File: config.mk
export PLATFORM = sky130hd
export DESIGN_NAME = arcade_video_timing_flat
export DESIGN_NICKNAME = d
export VERILOG_FILES = /design/src/rtl/arcade_video_timing_if.sv /design/src/rtl/arcade_video_timing.sv /design/src/flat_wrapper.sv
export SDC_FILE = /design/constraint.sdc
export NUM_CORES = 1
export LEC_CHECK = 0
export ABC_AREA = 1
export ABC_CLOCK_PERIOD_IN_PS = 1600
export BUFFER_PORTS_ARGS = -buffer_cell sky130_fd_sc_hd__buf_2
export CAP_MARGIN = 10
export CORE_MARGIN = 2
export CORE_UTILIZATION = 54
export DETAILED_ROUTE_END_ITERATION = 7
export PLACE_DENSITY = 0.79
export RECOVER_POWER = 50
export SLEW_MARGIN = 20
export SYNTH_ARGS = -nofsm -noshare
export SYNTH_HDL_FRONTEND = slang
export SYNTH_SLANG_ARGS = --single-unit
export TNS_END_PERCENT = 50
File: constraint.sdc
create_clock -name clk_sys -period 1.6 [get_ports clk_sys]
set_input_delay 0.32 -clock clk_sys [delete_from_list [all_inputs] [get_ports clk_sys]]
set_output_delay 0.32 -clock clk_sys [all_outputs]
set_load 0.005 [all_outputs]
File: src/rtl/arcade_video_timing_if.sv
// Raster timing bundle: arcade_video_timing drives it (master); mixer and tile pipeline consume it.
// With VIDEO_TIMING_ADJ_EN defined, the slave side also supplies the signed sync shifts.
interface arcade_video_timing_if;
    logic       ce_pix;
    logic [8:0] hcnt;
    logic [8:0] vcnt;
    logic       HSync;
    logic       VSync;
    logic       HBlank;
    logic       VBlank;
    logic       frame;
`ifdef VIDEO_TIMING_ADJ_EN
    logic signed [3:0] h_adj;
    logic signed [3:0] v_adj;

    modport master (
        output ce_pix, hcnt, vcnt, HSync, VSync, HBlank, VBlank, frame,
        input  h_adj, v_adj
    );
    modport slave (
        input  ce_pix, hcnt, vcnt, HSync, VSync, HBlank, VBlank, frame,
        output h_adj, v_adj
    );
`else
    modport master (
        output ce_pix, hcnt, vcnt, HSync, VSync, HBlank, VBlank, frame
    );
    modport slave (
        input  ce_pix, hcnt, vcnt, HSync, VSync, HBlank, VBlank, frame
    );
`endif
endinterface

File: src/rtl/arcade_video_timing.sv
// Free-running raster timing generator: pixel clock-enable, h/v counters, registered sync/blank.
// Define VIDEO_TIMING_ADJ_EN to add per-frame h_adj/v_adj sync-position shifts.
module arcade_video_timing #(
    parameter int unsigned CE_DIV       = 4,
    parameter int unsigned H_TOTAL      = 384,
    parameter int unsigned H_ACTIVE     = 256,
    parameter int unsigned H_SYNC_START = 304,
    parameter int unsigned H_SYNC_LEN   = 32,
    parameter int unsigned V_TOTAL      = 264,
    parameter int unsigned V_ACTIVE     = 224,
    parameter int unsigned V_SYNC_START = 240,
    parameter int unsigned V_SYNC_LEN   = 4
) (
    input logic                   clk_sys,
    input logic                   reset_n,
    arcade_video_timing_if.master vid
);

    localparam int unsigned     DivW       = $clog2(CE_DIV);
    localparam logic [DivW-1:0] DivMax     = DivW'(CE_DIV - 1);
    localparam logic [8:0]      HMax       = 9'(H_TOTAL - 1);
    localparam logic [8:0]      VMax       = 9'(V_TOTAL - 1);
    localparam logic [9:0]      HActive    = 10'(H_ACTIVE);
    localparam logic [9:0]      VActive    = 10'(V_ACTIVE);
    localparam logic [9:0]      HSyncStart = 10'(H_SYNC_START);
    localparam logic [9:0]      HSyncLen   = 10'(H_SYNC_LEN);
    localparam logic [9:0]      VSyncStart = 10'(V_SYNC_START);
    localparam logic [9:0]      VSyncLen   = 10'(V_SYNC_LEN);

    if (CE_DIV < 2) begin : g_bad_ce_div
        $error("arcade_video_timing: CE_DIV must be at least 2");
    end
    if (H_TOTAL > 512 || V_TOTAL > 512) begin : g_bad_total
        $error("arcade_video_timing: H_TOTAL/V_TOTAL exceed the 9-bit counters");
    end
    if (H_SYNC_START + H_SYNC_LEN > H_TOTAL || V_SYNC_START + V_SYNC_LEN > V_TOTAL)
    begin : g_bad_sync
        $error("arcade_video_timing: sync window runs past the line/frame total");
    end
    if (H_ACTIVE >= H_TOTAL || V_ACTIVE >= V_TOTAL) begin : g_bad_active
        $error("arcade_video_timing: active area must be smaller than the total");
    end
`ifdef VIDEO_TIMING_ADJ_EN
    // A 4-bit signed shift spans -8..+7, so each sync window needs 8 units of slack each side.
    if (H_SYNC_START < 8 || H_SYNC_START + H_SYNC_LEN + 8 > H_TOTAL ||
        V_SYNC_START < 8 || V_SYNC_START + V_SYNC_LEN + 8 > V_TOTAL) begin : g_bad_margin
        $error("arcade_video_timing: sync windows need 8 units of adjust margin");
    end
`endif

    logic            run_q;
    logic [DivW-1:0] div_q, div_d;
    logic            ce_q, ce_d;
    logic [8:0]      hcnt_q, hcnt_d;
    logic [8:0]      vcnt_q, vcnt_d;
    logic            hsync_q, hsync_d;
    logic            vsync_q, vsync_d;
    logic            hblank_q, hblank_d;
    logic            vblank_q, vblank_d;
    logic            frame_q, frame_d;
    logic            h_wrap, v_wrap;
    logic [9:0]      hs_start, hs_end;
    logic [9:0]      vs_start, vs_end;

    assign h_wrap = (hcnt_q == HMax);
    assign v_wrap = (vcnt_q == VMax);

`ifdef VIDEO_TIMING_ADJ_EN
    logic       frame_wrap;
    logic [3:0] h_adj_q, v_adj_q;

    assign frame_wrap = ce_q & h_wrap & v_wrap;

    // Shifts are latched only at the frame boundary so a frame never sees two sync positions.
    always_ff @(posedge clk_sys or negedge reset_n) begin
        if (!reset_n) begin
            h_adj_q <= '0;
            v_adj_q <= '0;
        end else if (frame_wrap) begin
            h_adj_q <= vid.h_adj;
            v_adj_q <= vid.v_adj;
        end
    end

    assign hs_start = HSyncStart + {{6{h_adj_q[3]}}, h_adj_q};
    assign vs_start = VSyncStart + {{6{v_adj_q[3]}}, v_adj_q};
`else
    assign hs_start = HSyncStart;
    assign vs_start = VSyncStart;
`endif

    assign hs_end = hs_start + HSyncLen;
    assign vs_end = vs_start + VSyncLen;

    always_comb begin
        div_d    = div_q;
        hcnt_d   = hcnt_q;
        vcnt_d   = vcnt_q;
        frame_d  = frame_q;

        // run_q holds the divider for one edge after reset release, placing the
        // first ce_pix CE_DIV cycles after reset_n rises.
        if (run_q) begin
            div_d = (div_q == DivMax) ? '0 : div_q + DivW'(1);
        end
        ce_d = (div_d == DivMax);

        if (ce_q) begin
            hcnt_d = h_wrap ? '0 : hcnt_q + 9'd1;
            if (h_wrap) begin
                vcnt_d = v_wrap ? '0 : vcnt_q + 9'd1;
                if (v_wrap) begin
                    frame_d = ~frame_q;
                end
            end
        end

        // Decode from next counter values so registered flags line up with the counters.
        hsync_d  = ({1'b0, hcnt_d} >= hs_start) && ({1'b0, hcnt_d} < hs_end);
        vsync_d  = ({1'b0, vcnt_d} >= vs_start) && ({1'b0, vcnt_d} < vs_end);
        hblank_d = ({1'b0, hcnt_d} >= HActive);
        vblank_d = ({1'b0, vcnt_d} >= VActive);
    end

    always_ff @(posedge clk_sys or negedge reset_n) begin
        if (!reset_n) begin
            run_q    <= 1'b0;
            div_q    <= '0;
            ce_q     <= 1'b0;
            hcnt_q   <= '0;
            vcnt_q   <= '0;
            hsync_q  <= 1'b0;
            vsync_q  <= 1'b0;
            hblank_q <= 1'b0;
            vblank_q <= 1'b0;
            frame_q  <= 1'b0;
        end else begin
            run_q    <= 1'b1;
            div_q    <= div_d;
            ce_q     <= ce_d;
            hcnt_q   <= hcnt_d;
            vcnt_q   <= vcnt_d;
            hsync_q  <= hsync_d;
            vsync_q  <= vsync_d;
            hblank_q <= hblank_d;
            vblank_q <= vblank_d;
            frame_q  <= frame_d;
        end
    end

    assign vid.ce_pix = ce_q;
    assign vid.hcnt   = hcnt_q;
    assign vid.vcnt   = vcnt_q;
    assign vid.HSync  = hsync_q;
    assign vid.VSync  = vsync_q;
    assign vid.HBlank = hblank_q;
    assign vid.VBlank = vblank_q;
    assign vid.frame  = frame_q;

endmodule

File: src/flat_wrapper.sv
// flat-port wrapper written by rule: the top's interface ports become plain ports
module arcade_video_timing_flat 
#(
    parameter int unsigned CE_DIV       = 4,
    parameter int unsigned H_TOTAL      = 384,
    parameter int unsigned H_ACTIVE     = 256,
    parameter int unsigned H_SYNC_START = 304,
    parameter int unsigned H_SYNC_LEN   = 32,
    parameter int unsigned V_TOTAL      = 264,
    parameter int unsigned V_ACTIVE     = 224,
    parameter int unsigned V_SYNC_START = 240,
    parameter int unsigned V_SYNC_LEN   = 4
)
  (clk_sys, reset_n, vid_ce_pix, vid_hcnt, vid_vcnt, vid_HSync, vid_VSync, vid_HBlank, vid_VBlank, vid_frame);
  arcade_video_timing_if vid_i ();
  input logic clk_sys;
  input logic reset_n;
  output wire logic [$bits(vid_i.ce_pix)-1:0] vid_ce_pix;
  output wire logic [$bits(vid_i.hcnt)-1:0] vid_hcnt;
  output wire logic [$bits(vid_i.vcnt)-1:0] vid_vcnt;
  output wire logic [$bits(vid_i.HSync)-1:0] vid_HSync;
  output wire logic [$bits(vid_i.VSync)-1:0] vid_VSync;
  output wire logic [$bits(vid_i.HBlank)-1:0] vid_HBlank;
  output wire logic [$bits(vid_i.VBlank)-1:0] vid_VBlank;
  output wire logic [$bits(vid_i.frame)-1:0] vid_frame;
  assign vid_ce_pix = vid_i.ce_pix;
  assign vid_hcnt = vid_i.hcnt;
  assign vid_vcnt = vid_i.vcnt;
  assign vid_HSync = vid_i.HSync;
  assign vid_VSync = vid_i.VSync;
  assign vid_HBlank = vid_i.HBlank;
  assign vid_VBlank = vid_i.VBlank;
  assign vid_frame = vid_i.frame;
  arcade_video_timing #(.CE_DIV(CE_DIV), .H_TOTAL(H_TOTAL), .H_ACTIVE(H_ACTIVE), .H_SYNC_START(H_SYNC_START), .H_SYNC_LEN(H_SYNC_LEN), .V_TOTAL(V_TOTAL), .V_ACTIVE(V_ACTIVE), .V_SYNC_START(V_SYNC_START), .V_SYNC_LEN(V_SYNC_LEN)) u_core (.clk_sys(clk_sys), .reset_n(reset_n), .vid(vid_i));
endmodule
# Yosys cells after proc, flatten, opt, wreduce, memory -nomap -nowiden
# Index checks and enable logic that the tools add are counted.
[classes] addsub=3 order_cmp=6 n_eq_ne=4 n_mux=7 n_bitwise=1 n_reduce_logical=3
[ops] op="$mux W9" count=5
[ops] op="$add A9 B1 Y9 const B" count=2
[ops] op="$eq A9 B9 Y1 const B" count=2
[ops] op="$ge A9 B8 Y1 const B" count=2
[ops] op="$ge A9 B9 Y1 const B" count=2
[ops] op="$lt A9 B8 Y1 const B" count=1
[ops] op="$lt A9 B9 Y1 const B" count=1
[ops] op="$eq A2 B2 Y1 const B" count=2
[ops] op="$mux W2" count=2
[ops] op="$reduce_and A3 Y1" count=1
[ops] op="$add A2 B1 Y2 const B" count=1
[ops] op="$logic_and A1 B1 Y1" count=2
[ops] op="$not A1 Y1" count=1
[totals] ff_bits=27 in_bits=2 out_inout_bits=24 wordCells=34

# Longest topological paths before layout
# Gate-level depths: netlist (run 1).
[depth] word_depth=6 mapped_depth=12 ltp_nobuf=11

# Worst setup path after synthesis (run 1)
# OpenSTA, ideal clock, no wires.
[synth_timing] path_type="register to register" startpoint="register u_core.hcnt_q[0] (netlist: u_core.vid.hcnt[0])" endpoint="register u_core.vsync_q (netlist: u_core.vid.VSync)" t_arrival_ns=1.477 t_required_ns=1.529 slack_ns=0.051 stages_incl_launch_ff=13 period_less_slack_ns=1.549 cell_sequence="dfrtp_1 -> ha_1 -> nand2_2 -> nor2_2 -> nand3_4 -> inv_2 -> buf_6 -> nand2_1 -> nand2_1 -> nand2_1 -> nor2_1 -> nand2_1 -> nor2_1"
[synth_via] elab_chain_cells=5
[synth_lines] element="start, declared" line_no="arcade_video_timing.sv:54" rtl="logic [8:0] hcnt_q, hcnt_d;"
[synth_lines] element="start signal, assigned" line_no="arcade_video_timing.sv:141" rtl="hcnt_q <= hcnt_d;"
[synth_lines] element="$eq A9 B9 Y1 (*)" line_no="arcade_video_timing.sv:65" rtl="assign h_wrap = (hcnt_q == HMax);"
[synth_lines] element="$mux W9 (*)" line_no="arcade_video_timing.sv:110" rtl="if (h_wrap) begin"
[synth_lines] element="$mux W9 (*)" line_no="arcade_video_timing.sv:108" rtl="if (ce_q) begin"
[synth_lines] element="$ge A9 B8 Y1 / $lt A9 B8 Y1 (equally long branches)" line_no="arcade_video_timing.sv:120" rtl="vsync_d = ({1'b0, vcnt_d} >= vs_start) && ({1'b0, vcnt_d} < vs_end);"
[synth_lines] element="$logic_and A1 B1 Y1 (*)" line_no="arcade_video_timing.sv:120"
[synth_lines] element="named net u_core.vsync_d" line_no="arcade_video_timing.sv:57" rtl="logic vsync_q, vsync_d;"
[synth_lines] element="end signal, assigned" line_no="arcade_video_timing.sv:144" rtl="vsync_q <= vsync_d;"
[synth_lines] element="end, declared" line_no="arcade_video_timing.sv:57"
# Mark *: on every way through the listed nets, which the timed path passes. The rest lies on a longest branch.
# A chain may end at the register's enable or synchronous reset.

# Worst setup path in the final report (run 1)
[layout_timing] startpoint="register u_core.hcnt_q[0] (netlist: u_core.vid.hcnt[0])" endpoint="register u_core.hsync_q (netlist: u_core.vid.HSync)"
[layout_via] elab_chain_cells=5
[layout_lines] element="$add A9 B1 Y9 / $eq A9 B9 Y1 (equally long branches)" line_no="arcade_video_timing.sv:109, arcade_video_timing.sv:65"
[layout_lines] element="$mux W9 (*)" line_no="arcade_video_timing.sv:109" rtl="hcnt_d = h_wrap ? '0 : hcnt_q + 9'd1;"
[layout_lines] element="$mux W9 (*)" line_no="arcade_video_timing.sv:108"
[layout_lines] element="named net u_core.hcnt_d[6]" line_no="arcade_video_timing.sv:54"
[layout_lines] element="$ge A9 B9 Y1 / $lt A9 B9 Y1 (equally long branches)" line_no="arcade_video_timing.sv:119" rtl="hsync_d = ({1'b0, hcnt_d} >= hs_start) && ({1'b0, hcnt_d} < hs_end);"
[layout_lines] element="$logic_and A1 B1 Y1 (*)" line_no="arcade_video_timing.sv:119"
[layout_lines] element="named net u_core.hsync_d" line_no="arcade_video_timing.sv:56" rtl="logic hsync_q, hsync_d;"
[layout_lines] element="end signal, assigned" line_no="arcade_video_timing.sv:143" rtl="hsync_q <= hsync_d;"
[layout_lines] element="end, declared" line_no="arcade_video_timing.sv:56"
# Marked as above.

==> flow_summary.yaml, run 1 <==
run_status:
  outcome: "complete, no violations"
cts:
  clockBufferDepth: 2
  cts_tree: "yes"
  ctsRootBufferMaster: "clkbuf_4"
  clk_pin_slew_ns: 0.15
  clk_latency_ns: 0.34
  cts_max_level: 1
  numCtsBuffers: 3
  clock-sinks: 27
worst_setup_path:
  crit_path_max_incr_delay_ns: 0.38
  worst-setup-path-type: "flop to flop"
  cp.required_ns: 1.84
  worstPathCellList: "ha_2 -> nand2_1 -> nor3_1 -> xor2_1 -> nand2_1 -> o21ai_2 -> nor2_1"
  critical_path.slowest_cell: "dfrtp_1"
  end_kind: "flop"
  r2r_cells: 7
  worst_path_most_repeated_cell: "nand2_1"
  reg2reg_slack_ns: 0.009
  cp_max_fo: 3
  arrival_ns: 1.83
  critPathLaunchType: "flop"
routing:
  wl_per_cell_um: 12.2
  drt-pass1-iter-count: 4
  drc: 0
  routed_wl_mm: 3.15
  viasPerCell: 5.01
  dr.first_iter.drc_count: 30
  ant_nets: 0
  num_vias: 1287
timing:
  hold_viol_final: 0
  post-route-period-util_pct: 99.4
  fmax_mhz: 629
  worst_slew_pin_slew_ns: 0.665
  slew_headroom_pct: 55.7
  finClkSkew_ns: 0.0126
  drv_slew: 0
  rsz0062_at_grt: "yes"
  min_period_ns: 1.59
  setup_viol: 0
yosys:
  synth.area.top_cells: "dfrtp_1, nand2_1, inv_1, nor2_1, nand3_1"
  synth_fp_nets: 189
  synth.top_cell.area_share_pct: 48.0
  synth-seq-cells: 27
  syn_area_mm2: 0.00141
  ys_seq_area_share_pct: 48.0
  avgSynthCellArea_um2: 7.64
  synthCells: 184
  yosysWarnings: 0
  yosys.area.top_type: "dfrtp_1"
  yosysUniqueCellTypes: 23
power:
  p_clk_share_pct: 17.7
  powerDensity_mw_per_mm2: 977
  ir_worst_vdd_mv: 0.797
  pwr-share-seq_pct: 50.8
  netSwitchingFraction_pct: 33.6
  leakage_nw: 0.988
  p_comb_share_pct: 31.5
  p_int_mw: 1.14
  netSwitchingPower_uw: 578
die:
  num_rows: 18
  ioPinCount: 26
  core_mm2: 0.00248
  start_util_pct: 56.8
  fp.dieH_um: 55.0
  dieArea_mm2: 0.00303
  die_w_um: 55.0
layout:
  layout_commonest_cell: "nand2_1"
  design_area_mm2: 0.00176
  drive_gt1_share_pct: 27.8
  final_cell_mix: "nand2_1, inv_1, dfrtp_1, buf_2, nor2_1"
  antenna_cells: 0
  final_util_pct: 71.1
  final_cells: 257
  nets: 233
  syn_to_final_growth_pct: 25.2
global_routing:
  grt_pass1_wl_mm: 4.86
  grt_max_degree: 28
  grt_pass1_vias: 1162
  overflow: 0
  grt_util_all_layers_pct: 22.9
  antenna_found_initial: 0
flow_run:
  maxCapViolCount: 0
place:
  placed_area_mm2: 0.00164
  port_buffers: 25
  dp_hpwl_mm: 2.26
  routabilityCongestion: 0.934
  post-place-cells: 249
hold_path:
  holdCritPathClass: "flop to flop"
  whs_path_depth: 1
what timing repair did:
action | in CTS | in global routing
hold endpoints to repair | 27 | 0
pin swaps | 1 | 9
hold buffers | 1 | 0
setup endpoints to repair | 2 | 5
gates cloned | 0 | 1
resized for setup | 5 | 14
buffers inserted | 0 | 2
cell families after synthesis:
logic type                 after synthesis  synth area share, %
and+or+nand+nor                         94                 29.6
buffers and inverters                   39                 11.0
DFF                                     27                 48.0
AOI/OAI and AO/OA                       16                 5.87
xor gates and xnor gates                 4                 2.49
adders and majority gates                3                 2.67
other                                    1                0.267
final timing paths:
kind,from,to
setup / recovery,u_core.vid.hcnt[0],u_core.vid.HSync
hold / removal,u_core.vid.frame,u_core.vid.frame
setup reg to reg,u_core.vid.hcnt[0],u_core.vid.HSync
hold reg to reg,u_core.vid.frame,u_core.vid.frame
max in group asynchronous,reset_n,u_core.div_q[1]
min in group asynchronous,reset_n,u_core.vid.HBlank
layer usage:
layer,GRT usage (%),share of wire [%],up-vias
met4,9.35,1.5,0
met3,3.49,4.3,5
met1,27.1,43,607
li1,-,-,640
met5,0,0,-
met2,41.1,51,35
power by group through the flow:
stage               clock (mW)  combinational (mW)  sequential, mW
floorplan                    0               0.251           0.897
CTS                      0.305               0.523           0.873
finish                   0.304               0.541           0.874
global route             0.333               0.619           0.887
global placement             0               0.478           0.875
detailed placement           0               0.517           0.885
worst max-delay path: cells and delay by family, from the launching register on:
| kind | cells | cell delay [ns] |
|---|---|---|
| AO/OA/AOI/OAI | 1 | 0.07 |
| XOR/XNOR | 1 | 0.34 |
| adder cells (fa/ha/maj) | 1 | 0.19 |
| flip-flops | 1 | 0.38 |
| AND/OR/NAND/NOR | 4 | 0.51 |
cell type report:
class	count	area, um^2
clock buffer	3	22.5
clock inverter	1	5.00
fill	212	717
inverter	37	141
multi-input combinational	119	643
sequential	27	676
tap	30	37.5
timing repair buffer	40	235
registers in the layout (all words and copies together) (netlist names):
name,count
u_core.vid.ce_pix,1
u_core.vid.VBlank,1
u_core.run_q,1
u_core.vid.hcnt,9
u_core.vid.frame,1
u_core.vid.HSync,1
u_core.vid.VSync,1
u_core.div_q,2
u_core.vid.HBlank,1
u_core.vid.vcnt,9
synth_stat cells:
cell type and n:
nor2_4 1, nand3_4 1, ha_1 3, nand2_2 5, buf_2 1, xor2_1 3
dfrtp_1 27, nand2_1 48, nor3b_1 1, buf_6 1, o21ai_0 9, nor2_2 1
inv_1 36, a21oi_1 6, nand3_1 9, o21bai_1 1, or2_2 1, nor3_1 2
inv_2 1, xnor2_1 1, nor2_1 23, nand3b_1 2, conb_1 1
stage by stage:
stage | setup TNS (ns) | setup slack (ns) | hold WS, ns | power (mW)
2_1_floorplan | 0 | 0.0513 | 0.0244 | 1.15
3_3_place_gp | 0 | 0.0761 | 0.348 | 1.35
3_5_place_dp | -0.0610 | -0.0428 | 0.353 | 1.40
4_1_cts | 0 | 0.00794 | 0.513 | 1.70
5_1_grt | -0.358 | -0.134 | 0.516 | 1.84
6_report | 0 | 0.00902 | 0.512 | 1.72
(Power assumes the default switching activity.)
==> run 2, diff against run 1 <==
- ABC_AREA: 1 -> default
- CORE_UTILIZATION: 54 -> 53
- PLACE_DENSITY: 0.79 -> 0.78
==> flow_summary.yaml, run 2 <==
run_status:
  outcome: "complete, but fails checks"
  violations: "negative setup slack"
worst_setup_path:
  critical_path.slowest_cell: "or3_4"
  end_kind: "flop"
  worstPathCellList: "nand4b_1 -> or3_4 -> nor4_1 -> o31ai_2 -> nor4_2"
  cp_top_family: "simple AND/OR/NAND/NOR gates"
  startpoint: "u_core.vid.hcnt[7]"
  crit_path_max_incr_delay_ns: 0.49
  arrival_ns: 2.15
  cp.required_ns: 1.84
  worst-setup-path-type: "flop to flop"
  cp_max_fo: 8
  critPathLaunchType: "flop"
  rr_startpoint: "u_core.vid.hcnt[7]"
  crit_buf_inv: 0
flow_run:
  maxCapViolCount: 0
cts:
  numCtsBuffers: 3
  clk_latency_ns: 0.32
  cts_max_level: 1
  cts_tree: "yes"
  clockBufferDepth: 2
  ctsRootBufferMaster: "clkbuf_4"
  clk_pin_slew_ns: 0.15
  clock-sinks: 27
yosys:
  synth.top_cell.area_share_pct: 51.1
  syn_area_mm2: 0.00132
  avgSynthCellArea_um2: 10.3
  yosysUniqueCellTypes: 38
  synth_fp_nets: 133
  synth-edff-count: 0
  synth_most_common_cell: "dfrtp_1"
  synth_top_flop_cell: "dfrtp_1"
  synth.area.top_cells: "dfrtp_1, xnor2_1, nand2_1, nand3_1, ha_1"
  yosys.area.top_type: "dfrtp_1"
  synth-seq-cells: 27
  synthCells: 128
  async_reset_ff_share_pct: 100
  ys_seq_area_share_pct: 51.1
  yosysWarnings: 0
  netlist_top_cells_count: "dfrtp_1, nand2_1, nor2_1"
global_routing:
  grt_pass1_wl_mm: 5.06
  grt_pass1_vias: 1152
  antenna_found_initial: 0
  grt_util_all_layers_pct: 24.4
  overflow: 0
  grt_max_degree: 28
timing:
  hold_viol_final: 0
  min_period_ns: 1.90
  finClkSkew_ns: 0.00261
  rsz0062_at_grt: "yes"
  slew_headroom_pct: 56.4
  tns_ns: -1.44
  worst_slew_pin_slew_ns: 0.654
  holdWs_ns: 0.490
  setup_viol: 11
  fmax_mhz: 526
  setup_slack_ns: -0.301
  drv_slew: 0
  post-route-period-util_pct: 119
power:
  netSwitchingPower_uw: 540
  p_int_mw: 1.21
  p_comb_share_pct: 33.4
  ir_worst_vdd_mv: 0.936
  netSwitchingFraction_pct: 30.9
  powerDensity_mw_per_mm2: 896
  leakage_nw: 0.965
  p_clk_share_pct: 17.3
  pwr-share-seq_pct: 49.3
  finalPower_mw: 1.75
routing:
  dr.first_iter.drc_count: 59
  viasPerCell: 5.62
  ant_nets: 0
  wl_per_cell_um: 16.4
  drt-pass1-iter-count: 5
  routed_wl_mm: 3.72
  num_vias: 1269
  drc: 0
layout:
  layout_commonest_cell: "buf_4"
  drive_gt1_share_pct: 51.5
  antenna_cells: 0
  fill_cells: 151
  syn_to_final_growth_pct: 47.4
  nets: 202
  final_cell_mix: "buf_4, dfrtp_1, buf_2, nand2_1"
die:
  core_mm2: 0.00241
  num_rows: 18
  fp.dieH_um: 54.0
  ioPinCount: 26
  die_w_um: 54.0
  start_util_pct: 54.9
  dieArea_mm2: 0.00291
place:
  routabilityCongestion: 0.960
  dp_hpwl_mm: 2.27
  port_buffers: 25
hold_path:
  hp-start: "u_core.vid.frame"
  holdCritPathClass: "flop to flop"
[run 2: routing by layer]
layer  part of all wire (%)  wire, um  vias to the layer above  global-route usage (%)
met5                      0         0                        -                       0
met3                    6.1       227                        7                    2.78
li1                       -         -                      587                       -
met1                     40      1490                      610                    30.4
met4                    1.3        49                        0                    8.97
met2                     52      1950                       65                    43.1
[run 2: final cells by class]
| class | instances | area [um^2] | area share (%) |
|---|---|---|---|
| multi-input cells | 92 | 732 | 37.5 |
| flip-flops and latches | 27 | 677 | 34.7 |
| repair buffers | 67 | 453 | 23.2 |
| well taps | 30 | 37.5 | 1.93 |
| clock buffers | 3 | 22.5 | 1.16 |
| inverters | 6 | 22.5 | 1.16 |
| clock inverters | 1 | 5.00 | 0.257 |
[run 2: worst reg2reg max path, delay by kind of cell (launching register included)]
kind	cells	cell delay (ns)
AO/OA/AOI/OAI	1	0.14
flip-flops	1	0.40
AND/OR/NAND/NOR	4	1.28
[run 2: path summary, 6_finish.rpt]
path                                      end  slack [ns]  depth (start not counted)
setup / recovery             u_core.vid.VSync       -0.30                          5
hold / removal               u_core.vid.frame        0.49                          1
setup reg to reg             u_core.vid.VSync       -0.30                          5
hold reg to reg              u_core.vid.frame        0.49                          1
max in group asynchronous  u_core.vid.hcnt[4]        0.62                          2
min in group asynchronous    u_core.vid.HSync        0.53                          2
[run 2: repair_timing]
item,CTS,global route
endpoints found under the setup margin,10,15
pin swaps,3,7
gates resized for setup,6,26
endpoints found under the hold margin,27,0
hold buffers,1,0
setup buffers,5,5
cloned,0,0
[run 2: kinds of logic after synthesis]
kind of cell	count (synthesis)	share of synthesized area, %
AOI/OAI and AO/OA	19	10.2
xor gates and xnor gates	11	7.28
muxes	3	2.55
adders and majority gates	3	2.84
DFF	27	51.1
and+or+nand+nor	55	22.3
other	1	0.284
buffers and inverters	9	3.41
[run 2: through the flow]
stage	util (%)	instances	worst slack, ns	instance area (um^2)
2_1_floorplan	-	128	-0.198	1330
3_3_place_gp	70.9	212	-0.150	1710
3_5_place_dp	70.9	212	-0.263	1710
4_1_cts	75.4	222	-0.208	1820
5_1_grt	80.9	226	-0.385	1950
6_report	80.9	226	-0.301	1950
[run 2: power by group through the flow]
stage | Combinational [mW] | Sequential [mW] | Clock [mW]
after floorplan | 0.214 | 0.878 | 0
after global placement | 0.456 | 0.849 | 0
after detailed placement | 0.483 | 0.859 | 0
after CTS | 0.566 | 0.858 | 0.309
after global routing | 0.649 | 0.868 | 0.331
final | 0.584 | 0.860 | 0.302
